File: src/rtl/bist_misr_analyzer.sv
// BIST response analyzer: compacts CUT responses into a MISR over a fixed
// number of accepted responses, then compares the signature against a golden
// value and holds the pass/fail verdict until the next run.
module bist_misr_analyzer #(
    parameter int                RESP_W   = 7,
    parameter int                SIG_W    = 16,
    parameter logic [SIG_W-1:0]  POLY     = 16'h100B,
    parameter logic [SIG_W-1:0]  SEED     = 16'h0000,
    parameter int                PATTERNS = 1024,
    localparam int               CNT_W    = $clog2(PATTERNS + 1)
) (
    input  logic              clk,
    input  logic              reset,
    input  logic              start,
    input  logic              abort,
    input  logic              resp_valid,
    input  logic [RESP_W-1:0] resp,
    input  logic [SIG_W-1:0]  golden,
    output logic              busy,
    output logic              done,
    output logic              pass,
    output logic [SIG_W-1:0]  signature,
    output logic [CNT_W-1:0]  resp_count
);

    typedef enum logic [1:0] {
        ST_IDLE  = 2'd0,
        ST_RUN   = 2'd1,
        ST_CHECK = 2'd2,
        ST_DONE  = 2'd3
    } state_t;

    localparam logic [CNT_W-1:0] LAST_CNT = CNT_W'(PATTERNS);
    localparam logic [CNT_W-1:0] ONE_CNT  = CNT_W'(1);

    state_t             state_q, state_d;
    logic [SIG_W-1:0]   sig_q, sig_d;
    logic [CNT_W-1:0]   cnt_q, cnt_d;
    logic               pass_q, pass_d;
    logic               busy_q, busy_d;
    logic               done_q, done_d;
    logic [CNT_W-1:0]   cnt_inc_s;

    // One MISR step: shift left, fold in the polynomial when the top bit
    // falls out, and XOR in the zero-extended response word.
    function automatic logic [SIG_W-1:0] misr_next(input logic [SIG_W-1:0]  s,
                                                   input logic [RESP_W-1:0] r);
        logic [SIG_W-1:0] fb_term;
        fb_term = s[SIG_W-1] ? POLY : {SIG_W{1'b0}};
        return {s[SIG_W-2:0], 1'b0} ^ fb_term ^ SIG_W'(r);
    endfunction

    assign cnt_inc_s = cnt_q + ONE_CNT;

    // Next-state, signature, count and verdict; abort takes priority over start.
    always_comb begin
        state_d = state_q;
        sig_d   = sig_q;
        cnt_d   = cnt_q;
        pass_d  = pass_q;
        if (abort) begin
            state_d = ST_IDLE;
            pass_d  = 1'b0;
        end else begin
            case (state_q)
                ST_IDLE, ST_DONE: begin
                    if (start) begin
                        state_d = ST_RUN;
                        sig_d   = SEED;
                        cnt_d   = {CNT_W{1'b0}};
                        pass_d  = 1'b0;
                    end else begin
                        state_d = state_q;
                    end
                end
                ST_RUN: begin
                    if (resp_valid) begin
                        sig_d = misr_next(sig_q, resp);
                        cnt_d = cnt_inc_s;
                        if (cnt_inc_s == LAST_CNT) begin
                            state_d = ST_CHECK;
                        end else begin
                            state_d = ST_RUN;
                        end
                    end else begin
                        state_d = ST_RUN;
                    end
                end
                ST_CHECK: begin
                    pass_d  = (sig_q == golden);
                    state_d = ST_DONE;
                end
                default: begin
                    state_d = ST_IDLE;
                    pass_d  = 1'b0;
                end
            endcase
        end
        busy_d = (state_d == ST_RUN) || (state_d == ST_CHECK);
        done_d = (state_d == ST_DONE);
    end

    // State and output registers with synchronous reset.
    always_ff @(posedge clk) begin
        if (reset) begin
            state_q <= ST_IDLE;
            sig_q   <= SEED;
            cnt_q   <= {CNT_W{1'b0}};
            pass_q  <= 1'b0;
            busy_q  <= 1'b0;
            done_q  <= 1'b0;
        end else begin
            state_q <= state_d;
            sig_q   <= sig_d;
            cnt_q   <= cnt_d;
            pass_q  <= pass_d;
            busy_q  <= busy_d;
            done_q  <= done_d;
        end
    end

    assign busy       = busy_q;
    assign done       = done_q;
    assign pass       = pass_q;
    assign signature  = sig_q;
    assign resp_count = cnt_q;

endmodule

File: config.mk
export PLATFORM = sky130hd
export DESIGN_NAME = bist_misr_analyzer
export DESIGN_NICKNAME = d
export VERILOG_FILES = /design/src/rtl/bist_misr_analyzer.sv
export SDC_FILE = /design/constraint.sdc
export NUM_CORES = 1
export LEC_CHECK = 0
export BUFFER_PORTS_ARGS = -buffer_cell sky130_fd_sc_hd__buf_4
export CAP_MARGIN = 0
export CORE_ASPECT_RATIO = 1.25
export CORE_MARGIN = 10
export CORE_UTILIZATION = 51
export CTS_BUF_LIST = sky130_fd_sc_hd__clkbuf_2
export CTS_CLUSTER_SIZE = 12
export DETAILED_ROUTE_END_ITERATION = 8
export PLACE_DENSITY = 0.77
export SYNTH_ARGS = -nofsm -noshare
export SYNTH_HDL_FRONTEND = slang
export SYNTH_SLANG_ARGS = --single-unit
File: constraint.sdc
create_clock -name clk -period 6.8 [get_ports clk]
set_input_delay 0.34 -clock clk [delete_from_list [all_inputs] [get_ports clk]]
set_output_delay 0.34 -clock clk [all_outputs]
set_load 0.05 [all_outputs]
==> results.md, run 1 <==
- Setup TNS: 0 ns
- Yosys warnings: 0
- Sw Share: 0.284
- Pre-Repair DR Iteration Count: 4
- Final nets: 319
- CP Max Fanout: 24
- Mean Syn Cell Area: 8.01 µm²
- CTS tree: yes
- Hold_ws: 0.210 ns
- CTS buffer count: 5
- Critical Path RT: 7.07 ns
- Type of origin of the critical path: register
- Initial antenna violation count: 0
- Flop2flop setup slack: 4.19 ns
- Syn_nets: 269
- Final setup vio count: 0
- Worst VDD drop: 0.0649 mV
- Status: finished clean
- Most common library cell in the layout ignoring fill and taps: buf_4
- Critical R2R Capture: resp_count[7]
- R2r startpoint: state_q[1]
- Async SR Flop Fraction: 0
- RSZ-0062 raised after global routing: false
- Critical Path Sink Type: register
- PostCTS Resize Cnt: 0
- Post-synth EDFFs: 0
- Crit path from: state_q[1]
- Clk root buf: clkbuf_2
- H-tree levels: 2
- Final worst slack: 4.19 ns
- Final Hold Violating Endpoints: 0
- Combinational share of power: 0.151
- Sequential fraction of the synthesis area: 0.339
- First-pass GRT wire length: 8290 µm
- Die Ht: 88.1 µm
- Critical path class: reg2reg
- CP Cell Sequence: inv_1, ha_1, nor2b_1, or4_1, a21o_1, a21oi_1, nor2_1
- Crit-path leading delay family: simple AND/OR/NAND/NOR gates
- DR WL/cell: 15.4 µm
- Die area: 0.00656 mm²
- Vias/cell: 5.70
- Finished Layout Cells: 326
- Max-Cap Viols: 0
- P per Cell Area: 143 mW/mm²
- Worst path buffer plus inverter count: 1
- Min Tclk post-route: 2.61 ns
- Clock transition at path regs: 0.17 ns
- GRT overflow: 0
- Most frequent cells in the layout: 57 x buf_4, 32 x dfxtp_1, 30 x a21oi_1
- Pint: 239 µW
- Clock network power share: 0.278
- Largest net degree at the start of global routing: 34
- # port buffers: 57
- Starting Density: 0.534
- Pins Over Slew Limit: 0
- Crit path DAT: 2.88 ns
- Clock Path Buffers: 2
- Synthesis-to-finish area growth: 23.0%
- Crit path depth: 7
- Worst Skew: 0.0109 ns
- Row cnt: 24
- WL final: 5010 µm
- Switching component of the power: 94.7 µW
- Synth unique cells: 41
- F_max: 383 MHz
- Die Width: 74.5 µm
- Design Area, Final: 0.00233 mm²
- Worst Hold Class: in2reg
- Tot GR Track Use: 0.157
- Number of global-route vias before repair: 1724
- Rel. slew slack: 0.383
- Hold Buf Count CTS: 0
- Placed cells: 318
- # IOs: 58
- Dpl hpwl: 3730 µm
- Core area: 0.00354 mm²
- Period utilisation layout: 0.384
- Sink Count: 32
- Cells after Synth: 236
- Critical Path Sink: resp_count[7]
- RePlAce Congestion: 0.848
- Clk Latency, worst-skew pair: 0.36 ns
- Worst Tran Pin Value: 0.919 ns
- R2R depth: 7
- Mapped cell area: 0.00189 mm²
- DR vias: 1858
- Post-CTS Setup Inserts: 0
- Share of post-route cells with drive strength above 1: 0.244
- #FFs+latches synth: 32
- Initial drt markers: 116
- Slowest stage delay, CP: 0.80 ns
- Drt drc: 0
- Leak: 0.000939 µW
- Antenna-violating nets left: 0
- Ys flop type: dfxtp_1
- Placed Instance Area: 0.00229 mm²
- # diodes: 0
- Flop pwr share: 0.571
- Pre-CTS setup slack: 4.24 ns
- Critical path's slowest cell: or4_1
[synth_stat cells (2+ instances only)]
master,n,area share
buf_2,3,0.0079
nor2b_1,3,0.0099
nand3b_1,2,0.0079
nand4_1,8,0.026
a21oi_1,30,0.079
nor3b_1,2,0.0079
nand2b_1,4,0.013
o21ai_0,8,0.021
or3_1,3,0.0099
inv_1,4,0.0079
xnor2_1,15,0.069
nor3_1,4,0.011
dfxtp_1,32,0.34
xor2_1,14,0.065
nand3_1,21,0.056
buf_6,3,0.018
and3_1,2,0.0066
nor2_1,19,0.038
ha_1,5,0.033
or4_1,4,0.016
a21o_1,2,0.0079
nand2_1,23,0.046
clkbuf_1,7,0.014
[state kept, by name, summed over array words and instances, names as in the netlist]
register and cells:
busy 1, done 1, pass 1, resp_count 11, signature 16, state_q 2
[per-stage QoR]
step,utilization,total power [µW]
after CTS,0.656,335
after floorplan,-,226
after global placement,0.645,245
after detailed placement,0.645,245
after global routing,0.656,348
final,0.656,333
[power groups by stage]
stage | registers [µW] | clock network (µW) | logic, µW
5_1_grt | 191 | 101 | 55.5
2_1_floorplan | 198 | 0 | 27.9
4_1_cts | 190 | 93.9 | 50.8
3_3_place_gp | 194 | 0 | 50.1
3_5_place_dp | 194 | 0 | 50.6
6_report | 190 | 92.5 | 50.3
[how the worst min path moves through the flow]
stage | depth (start not counted) | slack [ns] | to | from
2_1_floorplan | 1 | 0.41 | done | reset
3_3_place_gp | 2 | 0.50 | signature[7] | signature[7]
3_5_place_dp | 2 | 0.50 | signature[7] | signature[7]
4_1_cts | 2 | 0.20 | pass | abort
5_1_grt | 2 | 0.20 | pass | abort
6_report | 2 | 0.21 | pass | abort
[area by class of cell]
cell class                      count  area, µm²
Sequential cell                    32        641
Clock buffer                        7       35.0
Inverter                            4       15.0
Clock inverter                      1       3.75
Timing Repair Buffer               57        428
Fill cell                         317       1220
Multi-Input combinational cell    186       1150
Tap cell                           39       48.8
[cells by family (layout without fill, tap and decap cells)]
| logic type | count (synthesis) | in the layout | synth area share |
|---|---|---|---|
| AOI/OAI and AO/OA | 50 | 50 | 0.155 |
| xor gates and xnor gates | 29 | 29 | 0.134 |
| adders and majority gates | 5 | 5 | 0.0331 |
| buffers and inverters | 18 | 69 | 0.0503 |
| DFF | 32 | 32 | 0.339 |
| muxes | 1 | 1 | 0.00529 |
| and+or+nand+nor | 101 | 101 | 0.283 |
[metal layers]
layer	wire [µm]	vias up	share of wire	global-route usage
met5	0	-	0	0
met4	84	0	0.017	0.0603
met3	484	10	0.097	0.0759
met2	2360	70	0.47	0.238
met1	2080	852	0.42	0.186
li1	-	926	-	-
(Power assumes the default switching activity.)
==> inputs of run 2 (changes only) <==
- clock period: 6.8 -> 2.5 ns (I/O delays scaled with it)
==> run 2 against run 1 <==
Power rose to 2.7 times the previous value. Core utilization up 1.9 points. Non-clock buffer count is 7 higher. Clock skew grew 0.014 ns. Maximum frequency increased by 8.4%. Final area grew 2.9%. Worst setup slack worse by 4.1 ns. Via count rose by 2.9%. Clock power grew to 2.7 times the previous value. Clock-buffer cell count fell by 2. Highest routed layer unchanged. Register-to-register slack got worse by 4.1 ns. Critical path depth is 1 higher.
==> results.md, run 2 (synthesis results as in run 1) <==
- Clock network power share: 0.270 (-0.008)
- DR vias: 1912 (+2.9%)
- First-pass GRT wire length: 8740 µm (+5.5%)
- Most common library cell in the layout ignoring fill and taps: buf_4
- Status: finished clean
- Clock transition at path regs: 0.17 ns (about the same)
- Core area: 0.00354 mm² (unchanged)
- Worst Skew: 0.0249 ns (+0.0140 ns)
- Worst VDD drop: 0.287 mV (+340%)
- Final worst slack: 0.0941 ns (-4.10 ns)
- Antenna-violating nets left: 0 (unchanged)
- WL final: 5170 µm (+3.3%)
- F_max: 416 MHz (+8.4%)
- Pre-CTS setup slack: 0.130 ns (-4.11 ns)
- Initial drt markers: 112 (-3.4%)
- Hold Path Depth: 4 (+2)
- Die Width: 74.5 µm (unchanged)
- Row cnt: 24 (unchanged)
- Period utilisation layout: 0.962 (+0.579)
- CP Max Fanout: 8 (-67%)
- Final setup vio count: 0 (unchanged)
- Leak: 0.000975 µW (+3.8%)
- Max-Cap Viols: 0 (unchanged)
- P per Cell Area: 381 mW/mm² (+170%)
- Switching component of the power: 269 µW (+180%)
- Flop pwr share: 0.568 (-0.003)
- Tot GR Track Use: 0.165 (+0.00760)
- Number of global-route vias before repair: 1969 (+14%)
- R2R depth: 8 (+1)
- Rel. slew slack: 0.708 (+0.326)
- RePlAce Congestion: 0.855 (+0.85%)
- GRT overflow: 0 (unchanged)
- Type of origin of the critical path: register
- Overall Power: 911 µW (+170%)
- Worst Tran Pin Value: 0.427 ns (-0.492 ns)
- Synthesis-to-finish area growth: 26.6%
- Largest net degree at the start of global routing: 34 (unchanged)
- Sw Share: 0.295 (+0.0112)
- # diodes: 0 (unchanged)
- CTS buffer count: 5 (unchanged)
- Initial antenna violation count: 0 (unchanged)
- Final nets: 326 (+2.2%)
- Clk Latency, worst-skew pair: 0.38 ns (+0.02 ns)
- Hold_ws: 0.0351 ns (-0.175 ns)
- Final Hold Violating Endpoints: 0 (unchanged)
- Critical path class: reg2reg
- CTS tree: yes
- Vias/cell: 5.74 (+0.74%)
- Clk root buf: clkbuf_2
- Die Ht: 88.1 µm (unchanged)
- Setup TNS: 0 ns (unchanged)
- Combinational share of power: 0.162 (+0.011)
- Flop2flop setup slack: 0.09 ns (-4.10 ns)
- Clock Path Buffers: 2 (unchanged)
- Critical Path RT: 2.76 ns (-4.31 ns)
- Die area: 0.00656 mm² (unchanged)
- Pins Over Slew Limit: 0 (unchanged)
- H-tree levels: 2 (unchanged)
- RSZ-0062 raised after global routing: false
- Critical Path Sink Type: register
- Most frequent cells in the layout: 63 x buf_4, 31 x dfxtp_1, 30 x a21oi_1
- Util after Layout: 0.675 (+0.0191)
- Starting Density: 0.534 (unchanged)
- Share of post-route cells with drive strength above 1: 0.269 (+0.0248)
- Dpl hpwl: 3890 µm (+4.3%)
- Min Tclk post-route: 2.41 ns (-0.202 ns)
- Largest register FFs: 16 (unchanged)
- # port buffers: 57 (unchanged)
- Worst Hold Class: in2reg
- # IOs: 58 (unchanged)
- DR WL/cell: 15.5 µm (+1.2%)
- Pint: 642 µW (+170%)
- Crit path DAT: 2.67 ns (-0.21 ns)
- Drt drc: 0 (unchanged)
- Sink Count: 32 (unchanged)
- Pre-Repair DR Iteration Count: 4 (unchanged)
-- run 2: path summary, 6_finish.rpt --
check / startpoint / endpoint
worst max-delay path: resp_count[0] / busy
worst min-delay path: resp[2] / signature[2]
worst max register to register: resp_count[0] / busy
worst min register to register: signature[7] / signature[7]
-- run 2: cell type report --
class / count / area, µm²
Fill cell: 320 / 1150
Tap cell: 39 / 48.8
Timing Repair Buffer: 64 / 483
Clock buffer: 5 / 25.0
Sequential cell: 32 / 644
Multi-Input combinational cell: 186 / 1160
Clock inverter: 3 / 13.8
Inverter: 4 / 15.0
-- run 2: timing repair --
item                                    in CTS  in global routing
setup buffers                                0                  0
hold buffers                                 1                  0
resized for setup                            0                  3
endpoints found under the setup margin       0                  1
hold endpoints to repair                     1                  0
-- run 2: power groups by stage --
stage               sequential [µW]  clock, µW  combinational (µW)
floorplan                       538          0                75.9
global placement                529          0                 144
detailed placement              529          0                 146
CTS                             518        248                 148
global route                    518        273                 160
finish                          517        246                 148
-- run 2: stage by stage --
step / instance area (µm²) / std cells
2_1_floorplan: 1890 / 236
3_3_place_gp: 2330 / 324
3_5_place_dp: 2330 / 324
4_1_cts: 2380 / 333
5_1_grt: 2390 / 333
6_report: 2390 / 333
-- run 2: routing by layer --
layer / track usage / routed length, µm / part of all wire / up-vias
met3: 0.0747 / 519 / 0.10 / 11
li1: - / - / - / 942
met5: 0 / 0 / 0 / -
met2: 0.281 / 2590 / 0.50 / 77
met1: 0.172 / 1950 / 0.38 / 882
met4: 0.0621 / 112 / 0.022 / 0
-- run 2: critical path, cell delays in order (launching register included) --
cell and delay, ns:
dfxtp_4 0.40, ha_2 0.21, and3_1 0.20, and3_1 0.21
or3_1 0.36, a221o_1 0.39, o22ai_1 0.15, ha_1 0.25
nor2b_1 0.12
